==> src/rtl/intersection_sequencer_pkg.sv <==
// Shared phase encoding, pedestrian light codes and per-phase service masks
// for the intersection sequencer and pedestrian_crossing.
package intersection_sequencer_pkg;

    localparam int unsigned PHASE_W = 5;
    localparam int unsigned DIR_W   = 4;

    typedef enum logic [PHASE_W-1:0] {
        N_S     = 5'd0,
        E_W     = 5'd1,
        N_S_Y   = 5'd2,
        E_W_Y   = 5'd3,
        N_NL    = 5'd4,
        N_NL_Y  = 5'd5,
        S_SL    = 5'd6,
        S_SL_Y  = 5'd7,
        W_WL    = 5'd8,
        W_WL_Y  = 5'd9,
        E_EL    = 5'd10,
        E_EL_Y  = 5'd11,
        SL_NL   = 5'd12,
        SL_NL_Y = 5'd13,
        EL_WL   = 5'd14,
        EL_WL_Y = 5'd15
    } phase_e;

    typedef enum logic [1:0] {
        PED_OFF         = 2'd0,
        PED_WALKING_MAN = 2'd1,
        PED_RED_HAND    = 2'd2
    } ped_light_e;

    // Pedestrian crossings {w,e,s,n} a green serves; yellows serve none.
    function automatic logic [DIR_W-1:0] served_crossings(input phase_e p);
        case (p)
            N_S:     return 4'b1100;
            E_W:     return 4'b0011;
            N_NL:    return 4'b1000;
            S_SL:    return 4'b0100;
            W_WL:    return 4'b0010;
            E_EL:    return 4'b0001;
            default: return 4'b0000;
        endcase
    endfunction

    // Left lanes {wl,el,sl,nl} a left green or its yellow is serving.
    function automatic logic [DIR_W-1:0] served_lanes(input phase_e p);
        case (p)
            N_NL, N_NL_Y:   return 4'b0001;
            S_SL, S_SL_Y:   return 4'b0010;
            E_EL, E_EL_Y:   return 4'b0100;
            W_WL, W_WL_Y:   return 4'b1000;
            SL_NL, SL_NL_Y: return 4'b0011;
            EL_WL, EL_WL_Y: return 4'b1100;
            default:        return 4'b0000;
        endcase
    endfunction

    function automatic logic is_green(input phase_e p);
        case (p)
            N_S, E_W, N_NL, S_SL, W_WL, E_EL, SL_NL, EL_WL: return 1'b1;
            default:                                        return 1'b0;
        endcase
    endfunction

    function automatic logic is_through(input phase_e p);
        return (p == N_S) || (p == E_W);
    endfunction

    function automatic phase_e ew_decision(input logic [DIR_W-1:0] left);
        if (left[2] && left[3]) return EL_WL;
        if (left[2])            return E_EL;
        if (left[3])            return W_WL;
        return E_W;
    endfunction

    function automatic phase_e ns_decision(input logic [DIR_W-1:0] left);
        if (left[0] && left[1]) return SL_NL;
        if (left[0])            return N_NL;
        if (left[1])            return S_SL;
        return N_S;
    endfunction

endpackage

==> src/rtl/intersection_sequencer_if.sv <==
// Sensor/button inputs and phase/latch outputs of the intersection sequencer.
interface intersection_sequencer_if
    import intersection_sequencer_pkg::*;
#(
    parameter int unsigned TW = 8
);
    logic               tick;
    logic               cs_nl;
    logic               cs_sl;
    logic               cs_el;
    logic               cs_wl;
    logic               psn;
    logic               pss;
    logic               pse;
    logic               psw;
    logic [PHASE_W-1:0] state1;
    logic [DIR_W-1:0]   left_req;
    logic [DIR_W-1:0]   ped_pend;
    logic [TW-1:0]      timer;

    modport master (
        output tick, cs_nl, cs_sl, cs_el, cs_wl, psn, pss, pse, psw,
        input  state1, left_req, ped_pend, timer
    );

    modport slave (
        input  tick, cs_nl, cs_sl, cs_el, cs_wl, psn, pss, pse, psw,
        output state1, left_req, ped_pend, timer
    );
endinterface

==> src/rtl/intersection_sequencer_phase_timer.sv <==
// Tick-driven phase timer: counts ticks and flags the tick that ends the phase.
module intersection_sequencer_phase_timer #(
    parameter int unsigned TW = 8
) (
    input  logic          clk,
    input  logic          i_clear,
    input  logic          i_tick,
    input  logic [TW:0]   i_dur,
    output logic [TW-1:0] o_count,
    output logic          o_done_c
);
    localparam int unsigned DW = TW + 1;

    logic [TW-1:0] r_count;

    // Duration may grow mid-phase; >= keeps a shrunken duration from wrapping.
    assign o_done_c = i_tick && (DW'(r_count) >= (i_dur - DW'(1)));
    assign o_count  = r_count;

    always_ff @(posedge clk) begin
        if (i_clear) begin
            r_count <= '0;
        end else if (i_tick) begin
            r_count <= o_done_c ? '0 : r_count + TW'(1);
        end
    end

endmodule

==> src/rtl/intersection_sequencer.sv <==
// Actuated intersection phase sequencer: through greens always, protected lefts
// on latched demand, greens extended by latched pedestrian requests.
module intersection_sequencer
    import intersection_sequencer_pkg::*;
#(
    parameter int unsigned TW          = 8,
    parameter int unsigned GREEN_T     = 20,
    parameter int unsigned PED_GREEN_T = 30,
    parameter int unsigned LEFT_T      = 10,
    parameter int unsigned YELLOW_T    = 4
) (
    input  logic                    CLK,
    input  logic                    rst,
    intersection_sequencer_if.slave bus
);
    localparam int unsigned DW = TW + 1;

    phase_e           r_state;
    phase_e           w_state_next;
    logic [DIR_W-1:0] r_left_req;
    logic [DIR_W-1:0] r_ped_pend;
    logic [DIR_W-1:0] w_left_next;
    logic [DIR_W-1:0] w_ped_next;
    logic [DIR_W-1:0] w_cs;
    logic [DIR_W-1:0] w_ps;
    logic [DIR_W-1:0] w_served;
    logic [DW-1:0]    w_dur;
    logic             w_timeout;
    logic [TW-1:0]    w_count;

    assign w_cs     = {bus.cs_wl, bus.cs_el, bus.cs_sl, bus.cs_nl};
    assign w_ps     = {bus.psw, bus.pse, bus.pss, bus.psn};
    assign w_served = served_crossings(r_state);

    intersection_sequencer_phase_timer #(
        .TW (TW)
    ) u_phase_timer (
        .clk      (CLK),
        .i_clear  (rst),
        .i_tick   (bus.tick),
        .i_dur    (w_dur),
        .o_count  (w_count),
        .o_done_c (w_timeout)
    );

    // Duration re-evaluated every cycle so a fresh press stretches the green.
    always_comb begin
        w_dur = DW'(YELLOW_T);
        if (is_green(r_state)) begin
            if ((w_served & r_ped_pend) != '0) begin
                w_dur = DW'(PED_GREEN_T);
            end else if (is_through(r_state)) begin
                w_dur = DW'(GREEN_T);
            end else begin
                w_dur = DW'(LEFT_T);
            end
        end
    end

    always_comb begin
        w_state_next = r_state;
        if (w_timeout) begin
            case (r_state)
                N_S:                      w_state_next = N_S_Y;
                E_W:                      w_state_next = E_W_Y;
                N_S_Y:                    w_state_next = ew_decision(r_left_req);
                E_W_Y:                    w_state_next = ns_decision(r_left_req);
                N_NL:                     w_state_next = N_NL_Y;
                S_SL:                     w_state_next = S_SL_Y;
                W_WL:                     w_state_next = W_WL_Y;
                E_EL:                     w_state_next = E_EL_Y;
                SL_NL:                    w_state_next = SL_NL_Y;
                EL_WL:                    w_state_next = EL_WL_Y;
                N_NL_Y, S_SL_Y, SL_NL_Y:  w_state_next = N_S;
                E_EL_Y, W_WL_Y, EL_WL_Y:  w_state_next = E_W;
                default:                  w_state_next = N_S;
            endcase
        end
    end

    // Lane demand is blanked from the entry edge until the cycle after its yellow.
    assign w_left_next = (r_left_req | (w_cs & ~served_lanes(r_state)))
                       & ~served_lanes(w_state_next);
    // A press on the exit edge re-sets the bit that is being cleared.
    assign w_ped_next  = (r_ped_pend & ~(w_timeout ? w_served : 4'b0000)) | w_ps;

    always_ff @(posedge CLK) begin
        if (rst) begin
            r_state    <= N_S;
            r_left_req <= '0;
            r_ped_pend <= '0;
        end else begin
            r_state    <= w_state_next;
            r_left_req <= w_left_next;
            r_ped_pend <= w_ped_next;
        end
    end

    assign bus.state1   = r_state;
    assign bus.left_req = r_left_req;
    assign bus.ped_pend = r_ped_pend;
    assign bus.timer    = w_count;

endmodule
==> src/flat_wrapper.sv <==
// flat-port wrapper written by rule: the top's interface ports become plain ports
module intersection_sequencer_flat import intersection_sequencer_pkg::*;
#(
    parameter int unsigned TW          = 8,
    parameter int unsigned GREEN_T     = 20,
    parameter int unsigned PED_GREEN_T = 30,
    parameter int unsigned LEFT_T      = 10,
    parameter int unsigned YELLOW_T    = 4
)
  (CLK, rst, bus_tick, bus_cs_nl, bus_cs_sl, bus_cs_el, bus_cs_wl, bus_psn, bus_pss, bus_pse, bus_psw, bus_state1, bus_left_req, bus_ped_pend, bus_timer);
  intersection_sequencer_if #(.TW(TW)) bus_i ();
  input  logic CLK;
  input  logic rst;
  input wire logic [$bits(bus_i.tick)-1:0] bus_tick;
  input wire logic [$bits(bus_i.cs_nl)-1:0] bus_cs_nl;
  input wire logic [$bits(bus_i.cs_sl)-1:0] bus_cs_sl;
  input wire logic [$bits(bus_i.cs_el)-1:0] bus_cs_el;
  input wire logic [$bits(bus_i.cs_wl)-1:0] bus_cs_wl;
  input wire logic [$bits(bus_i.psn)-1:0] bus_psn;
  input wire logic [$bits(bus_i.pss)-1:0] bus_pss;
  input wire logic [$bits(bus_i.pse)-1:0] bus_pse;
  input wire logic [$bits(bus_i.psw)-1:0] bus_psw;
  output wire logic [$bits(bus_i.state1)-1:0] bus_state1;
  output wire logic [$bits(bus_i.left_req)-1:0] bus_left_req;
  output wire logic [$bits(bus_i.ped_pend)-1:0] bus_ped_pend;
  output wire logic [$bits(bus_i.timer)-1:0] bus_timer;
  assign bus_i.tick = bus_tick;
  assign bus_i.cs_nl = bus_cs_nl;
  assign bus_i.cs_sl = bus_cs_sl;
  assign bus_i.cs_el = bus_cs_el;
  assign bus_i.cs_wl = bus_cs_wl;
  assign bus_i.psn = bus_psn;
  assign bus_i.pss = bus_pss;
  assign bus_i.pse = bus_pse;
  assign bus_i.psw = bus_psw;
  assign bus_state1 = bus_i.state1;
  assign bus_left_req = bus_i.left_req;
  assign bus_ped_pend = bus_i.ped_pend;
  assign bus_timer = bus_i.timer;
  intersection_sequencer #(.TW(TW), .GREEN_T(GREEN_T), .PED_GREEN_T(PED_GREEN_T), .LEFT_T(LEFT_T), .YELLOW_T(YELLOW_T)) u_core (.CLK(CLK), .rst(rst), .bus(bus_i));
endmodule
==> config.mk <==
export PLATFORM = sky130hd
export DESIGN_NAME = intersection_sequencer_flat
export DESIGN_NICKNAME = d
export VERILOG_FILES = /design/src/rtl/intersection_sequencer_pkg.sv /design/src/rtl/intersection_sequencer_if.sv /design/src/rtl/intersection_sequencer_phase_timer.sv /design/src/rtl/intersection_sequencer.sv /design/src/flat_wrapper.sv
export SDC_FILE = /design/constraint.sdc
export NUM_CORES = 1
export LEC_CHECK = 0
export BUFFER_PORTS_ARGS = -buffer_cell sky130_fd_sc_hd__buf_2
export CAP_MARGIN = 20
export CORE_MARGIN = 2
export CORE_UTILIZATION = 59
export DETAILED_ROUTE_END_ITERATION = 8
export GPL_ROUTABILITY_DRIVEN = 1
export MAX_ROUTING_LAYER = met4
export PLACE_DENSITY_LB_ADDON = 0.08
export REMOVE_ABC_BUFFERS = 1
export SLEW_MARGIN = 25
export SYNTH_ARGS = -nofsm -noshare
export SYNTH_HDL_FRONTEND = slang
export SYNTH_HIERARCHICAL = 1
export SYNTH_SLANG_ARGS = --single-unit
==> constraint.sdc <==
create_clock -name CLK -period 12.35 [get_ports CLK]
set_input_delay 0 -clock CLK [delete_from_list [all_inputs] [get_ports CLK]]
set_output_delay 0 -clock CLK [all_outputs]
set_load 0.01 [all_outputs]
== Yosys cells after proc, flatten, opt, wreduce, memory -nomap -nowiden ==
Memories as Yosys holds them, arrays and structs flattened. A register that Yosys moved wholly into a read port is not among the register bits.
Index checks and enable logic that the tools add are counted.

* Flip-flop bits (word level): 21
* Memory bits (read-only): 144
* Input port bits: 11
* Output and inout bits: 21
* Memories kept: 3

{| class="wikitable"
|+ Memory list
! memory !! depth !! bits a word !! read ports !! clocked after memory_dff !! write ports !! RTL line !! RTL
|-
| (name not given) || 16 || 4 || 1 || 0 || 0 || intersection_sequencer_pkg.sv:48 || <nowiki>case (p)</nowiki>
|-
| (name not given) || 16 || 4 || 1 || 1 || 0 || intersection_sequencer_pkg.sv:48 ||
|-
| (name not given) || 16 || 1 || 1 || 1 || 0 || intersection_sequencer_pkg.sv:60 || <nowiki>case (p)</nowiki>
|}

* Add/subtract/negate cells: 2
* $lt $le $gt $ge: 1
* Equal/unequal tests: 12
* Muxes and demuxes: 49
* Bitwise gates (word level): 9
* Reductions and logical operators: 7

{| class="wikitable"
|+ Operators by type and width
! kind !! count
|-
| $mux 5 || 14
|-
| $pmux 5 s11 || 1
|-
| $eq 5x4->1 const B || 7
|-
| $mux 1 || 25
|-
| $pmux 4 s6 || 1
|-
| $mux 4 || 5
|-
| $mux 9 || 2
|-
| $and 4x4->4 || 4
|-
| $not 4->4 || 3
|-
| $eq 5x2->1 const B || 2
|-
| $eq 5x3->1 const B || 2
|-
| $ge 8x9->1 || 1
|-
| $sub 9x1->9 const B || 1
|-
| $add 8x1->8 const B || 1
|-
| $mux 8 || 1
|-
| $or 4x4->4 || 2
|-
| $eq 5x1->1 const B || 1
|-
| $logic_not 5->1 || 1
|-
| $reduce_bool 4->1 || 1
|-
| $logic_and 1x1->1 || 3
|-
| $reduce_or 3->1 || 1
|-
| $logic_or 1x1->1 || 1
|}

== Longest topological paths before layout ==
An unclocked memory read counts as a cell.

* Depth in word-level cells: 26
* Depth in mapped cells: 24
* Gate-level depth less buffers: 22

== Hierarchy ==
Netlist, hierarchy kept.

{| class="wikitable"
|+ By module, submodules not included
! module !! instances !! cells each !! area an instance (um^2) !! seq. area each (um^2)
|-
| intersection_sequencer || 1 || 122 || 1,021.0 || 360.3
|-
| intersection_sequencer_phase_timer || 1 || 76 || 671.9 || 160.2
|}

== Least setup slack after synthesis ==
No wires, ideal clock.

* Path kind: register -> register
* From: reg u_core.r_state[0] (netlist: u_core/bus.state1[0])
* To: reg (tool-made name)
* Arrival: 4.767 ns
* Data required time: 12.227 ns
* Slack: 7.459 ns
* Stages on the path, launching flop included: 22
* Path buffers: 2
* Cells stage by stage: dfxtp_1 buf_2 xnor2_1 nor4_1 a32o_1 or4_1 nor3_1 nand2b_1 nor2_1 xnor2_1 ha_1 and3_1 a31oi_1 nor3_4 clkbuf_1 nand2b_1 nor4_1 a221o_1 nor2b_1 inv_2 ha_1 mux2_1

{| class="wikitable"
|+ RTL lines
! item !! RTL line !! RTL
|-
| start: declaration || intersection_sequencer.sv:18 || <nowiki>phase_e r_state;</nowiki>
|-
| start signal: assignment || intersection_sequencer.sv:93 || <nowiki>r_state <= w_state_next;</nowiki>
|}

==> summary.md <==
| Metric | Value |
|---|---|
| R2r startpoint | u_core/bus.state1[0] |
| DRT iter0 DRCs | 46 |
| Mapped cell area | 1690 um^2 |
| CTS Buffer Depth | 2 |
| Worst-path fanout max | 19 |
| Synthesis Warnings | 6 |
| Max Slew Vio Count | 0 |
| Area grow syn2layout | 20.0% |
| CTS root buffer | clkbuf_4 |
| Row cnt | 19 |
| WP data arrival | about 6 ns |
| Max Fclk | ~180 MHz |
| Worst-margin pin slew | about 0.82 ns |
| Largest area contributor in the netlist | dfxtp_1 |
| Mean post-synth cell area | 8.55 um^2 |
| Most used DFF post-synth | dfxtp_1 |
| Final hold slack | between 0.09 and 0.1 ns |
| Final total power | approximately 170 uW |
| Met2 Resource Use GR | about 46% |
| CTS resizes | 0 |
| Initial antenna violation count | 0 |
| I/O pins | 32 |
| Max Cap Viol | 0 |
| CP dominant cell by count | ha_1 |
| Hold Path Sink | u_core/bus.ped_pend[2] |
| CP max stage cell | dfxtp_1 |
| Final setup TNS | 0 ns |
| Layout cells sized above 1 | 20.2% |
| #FFs+latches synth | 26 |
| Ranking of synthesized cells by area | dfxtp_1, ha_1, xnor2_1, a21oi_1, nor2_1 |
| Fraction of registers with async set/reset | 0% |
| Detailed Route WL | 3.76 mm |
| Largest net degree at the start of global routing | 27 |
| RSZ-0062 raised after global routing | false |
| Critical path launch point type | flop |
| Grt met3 use | a little under 3% |
| Cells after Synth | just under 200 |
| Most numerous cell in the Yosys netlist | dfxtp_1 |
| Die Y | between 50 and 60 um |
| WS Path Type | flop to flop |
| Hold Path Class | input port to flop |
| Worst slew margin | between 40% and 50% |
| Die span in x | between 50 and 60 um |
| Largest stage delay, worst path | around 0.7 ns |
| Outcome | finished clean |
| Clock Latency Late Sink | 0.33 ns |
| Diode count | 0 |
| First-pass DRT Iterations | 4 |
| DP HPWL | 2.68 mm |
| Share of the synthesized area in the top cell type | a little over 30% |
| Final Skew | 0.00310 ns |
| Post-CTS Setup Inserts | 0 |
| H-tree depth | 1 |
| CORE AREA | roughly 2700 um^2 |
| Area of the die | about 3300 um^2 |
| CTS tree | built |
| Port Buffers | 31 |
| M1 GR Usage | between 20% and 30% |
| Count of different cell masters after synthesis | a little over 50 |
| Post-synth EDFFs | 0 |
| Crit. End Element | flop |
| Total CTS buffers | 3 |
| CP Cell Sequence | or3b_1, o21ai_1, a32o_1, nor2_1, a21oi_1, inv_1, ha_1, nor3b_4, nand2_1, xor2_1, ha_1, nand4_1, nand3_1, a31oi_1, nor3_4, nand2b_1, nor4_1, a221o_1, nor2b_1, inv_2, ha_1, mux2_1 |
| Final worst path period share | 45.5% |
| Gr busiest metal | met2 |
| Vias in the first global route | around 1600 |
| Pwr/cell area | between 80 and 90 nW/um^2 |
| Fin. Hold Viols | 0 |
| Global-route wire length before repair | between 6 and 7 mm |
| P_leak | around 0.9 nW |
| Shortest period the worst path allows | 5.62 ns |
| Hold depth | 2 |
| Vias | 1583 |
| CTS Sinks | 26 |
| Final Setup Violations | 0 |
| Worst Reg2Reg Path Length in Cells | 22 |
| Non-Filler Instances | 274 |
| DR vias/cell | 5.78 |
| Placed insts | roughly 260 |
| Synth cell count leaders | dfxtp_1, nor2_1, a21oi_1, ha_1 |
| Hold Crit Start | rst |
| Final #Nets | around 270 |
| DR WL/cell | roughly 14 um |
| DRC viols | 0 |
| Tot GR Track Use | between 20% and 30% |
| Seq/Total Area, Yosys | between 30 and 40% |
| Placer Congestion | slightly below 0.9 |
| Clk pin slew, worst setup/hold paths | 0.15 ns |
| GRT overflow | 0 |
| Worst reg-to-reg setup slack | roughly 6.7 ns |
| Peak supply drop | between 80 and 90 uV |
| Req. time, crit path | approximately 13 ns |
| DRT antenna net count | 0 |
| Initial Utilization | between 60% and 70% |
## final cells by class
cell class,instances,area [um^2]
clock buffer,3,22.5
clock inverter,1,30.0
fill,210,703
inverter,8,30.0
multi-input combinational,165,1140
sequential,26,520
tap,31,38.8
timing repair buffer,40,245
## power by group
| part | total, mW | leakage [nW] | switching [mW] | internal [mW] |
|---|---|---|---|---|
| Sequential | 0.0891 | 0.212 | 0.00271 | 0.0864 |
| Clock | 0.0602 | 0.0279 | 0.0274 | 0.0328 |
| Combinational | 0.0206 | 0.645 | 0.0107 | 0.00996 |
## critical path: cells and delay by family, from the launching register on
family                     cells  cell delay (ns)
adders and majority gates      3             0.61
buffers and inverters          2             0.14
muxes                          1             0.28
AOI/OAI and AO/OA              5             1.17
and+or+nand+nor               10             2.42
xor gates and xnor gates       1             0.19
DFF                            1             0.70
## placed cells by master (no fill, tap or decap), drive strengths merged
cell / Yosys / final
a2111oi: 3 / 3
a211oi: 5 / 5
a21bo: 1 / 1
a21boi: 1 / 1
a21oi: 14 / 14
a221o: 1 / 1
a31oi: 2 / 2
a32o: 1 / 1
and2: 2 / 2
and3: 1 / 1
buf: 3 / 31
bufinv: 0 / 1
clkbuf: 6 / 3
conb: 1 / 11
dfxtp: 26 / 26
dlygate4sd3: 0 / 9
ha: 14 / 14
inv: 8 / 8
mux2: 2 / 2
mux2i: 1 / 1
nand2: 12 / 12
nand2b: 10 / 10
nand3: 7 / 7
nand3b: 2 / 2
nand4: 3 / 3
nor2: 18 / 18
nor2b: 5 / 5
nor3: 13 / 13
nor3b: 2 / 2
nor4: 5 / 5
o211ai: 1 / 1
o21ai: 4 / 4
o21bai: 1 / 1
o22ai: 2 / 2
o31ai: 1 / 1
o32ai: 1 / 1
or3b: 3 / 3
or4: 1 / 1
xnor2: 10 / 10
xor2: 5 / 5
## metal layers
layer  share of wire (%)  vias to the layer above
met2                  52                       54
met4                 1.7                        0
met5                   0                        -
met1                  41                      734
li1                    -                      787
met3                 5.3                        8
## worst max-delay path by stage
stage | from | slack [ns] | cells after the start | to
after floorplan | u_core/bus.state1[0] | 7.54 | 20 | flop
after global placement | u_core/bus.state1[0] | 7.21 | 20 | flop
after detailed placement | u_core/bus.state1[0] | 6.93 | 21 | flop
after CTS | u_core/bus.state1[0] | 6.83 | 21 | flop
after global routing | u_core/bus.state1[0] | 6.33 | 21 | flop
final | u_core/bus.state1[0] | 6.73 | 22 | flop
## through the flow
| stage | util (%) | setup WS (ns) | instance area [um^2] |
|---|---|---|---|
| floorplan | - | 7.54 | 1690 |
| global placement | 69.1 | 7.21 | 1890 |
| detailed placement | 69.1 | 6.93 | 1890 |
| CTS | 74.3 | 6.83 | 2030 |
| global route | 74.3 | 6.33 | 2030 |
| finish | 74.3 | 6.73 | 2030 |
## timing repair
item,in CTS,in global routing
setup endpoints to repair,0,0
endpoints found under the hold margin,9,0
hold buffers,9,0
## cells by family (layout without fill, tap and decap cells)
group                    after synthesis  after routing  share of synthesized area (%)
AO/OA/AOI/OAI                         38             38                           16.7
other                                  1             11                          0.222
AND/OR/NAND/NOR                       84             84                           27.7
flip-flops                            26             26                           30.7
buffers and inverters                 17             52                           3.92
XOR/XNOR                              15             15                           8.20
multiplexers                           3              3                           2.14
adder cells (fa/ha/maj)               14             14                           10.3
Power figures use the tool's default switching activity.
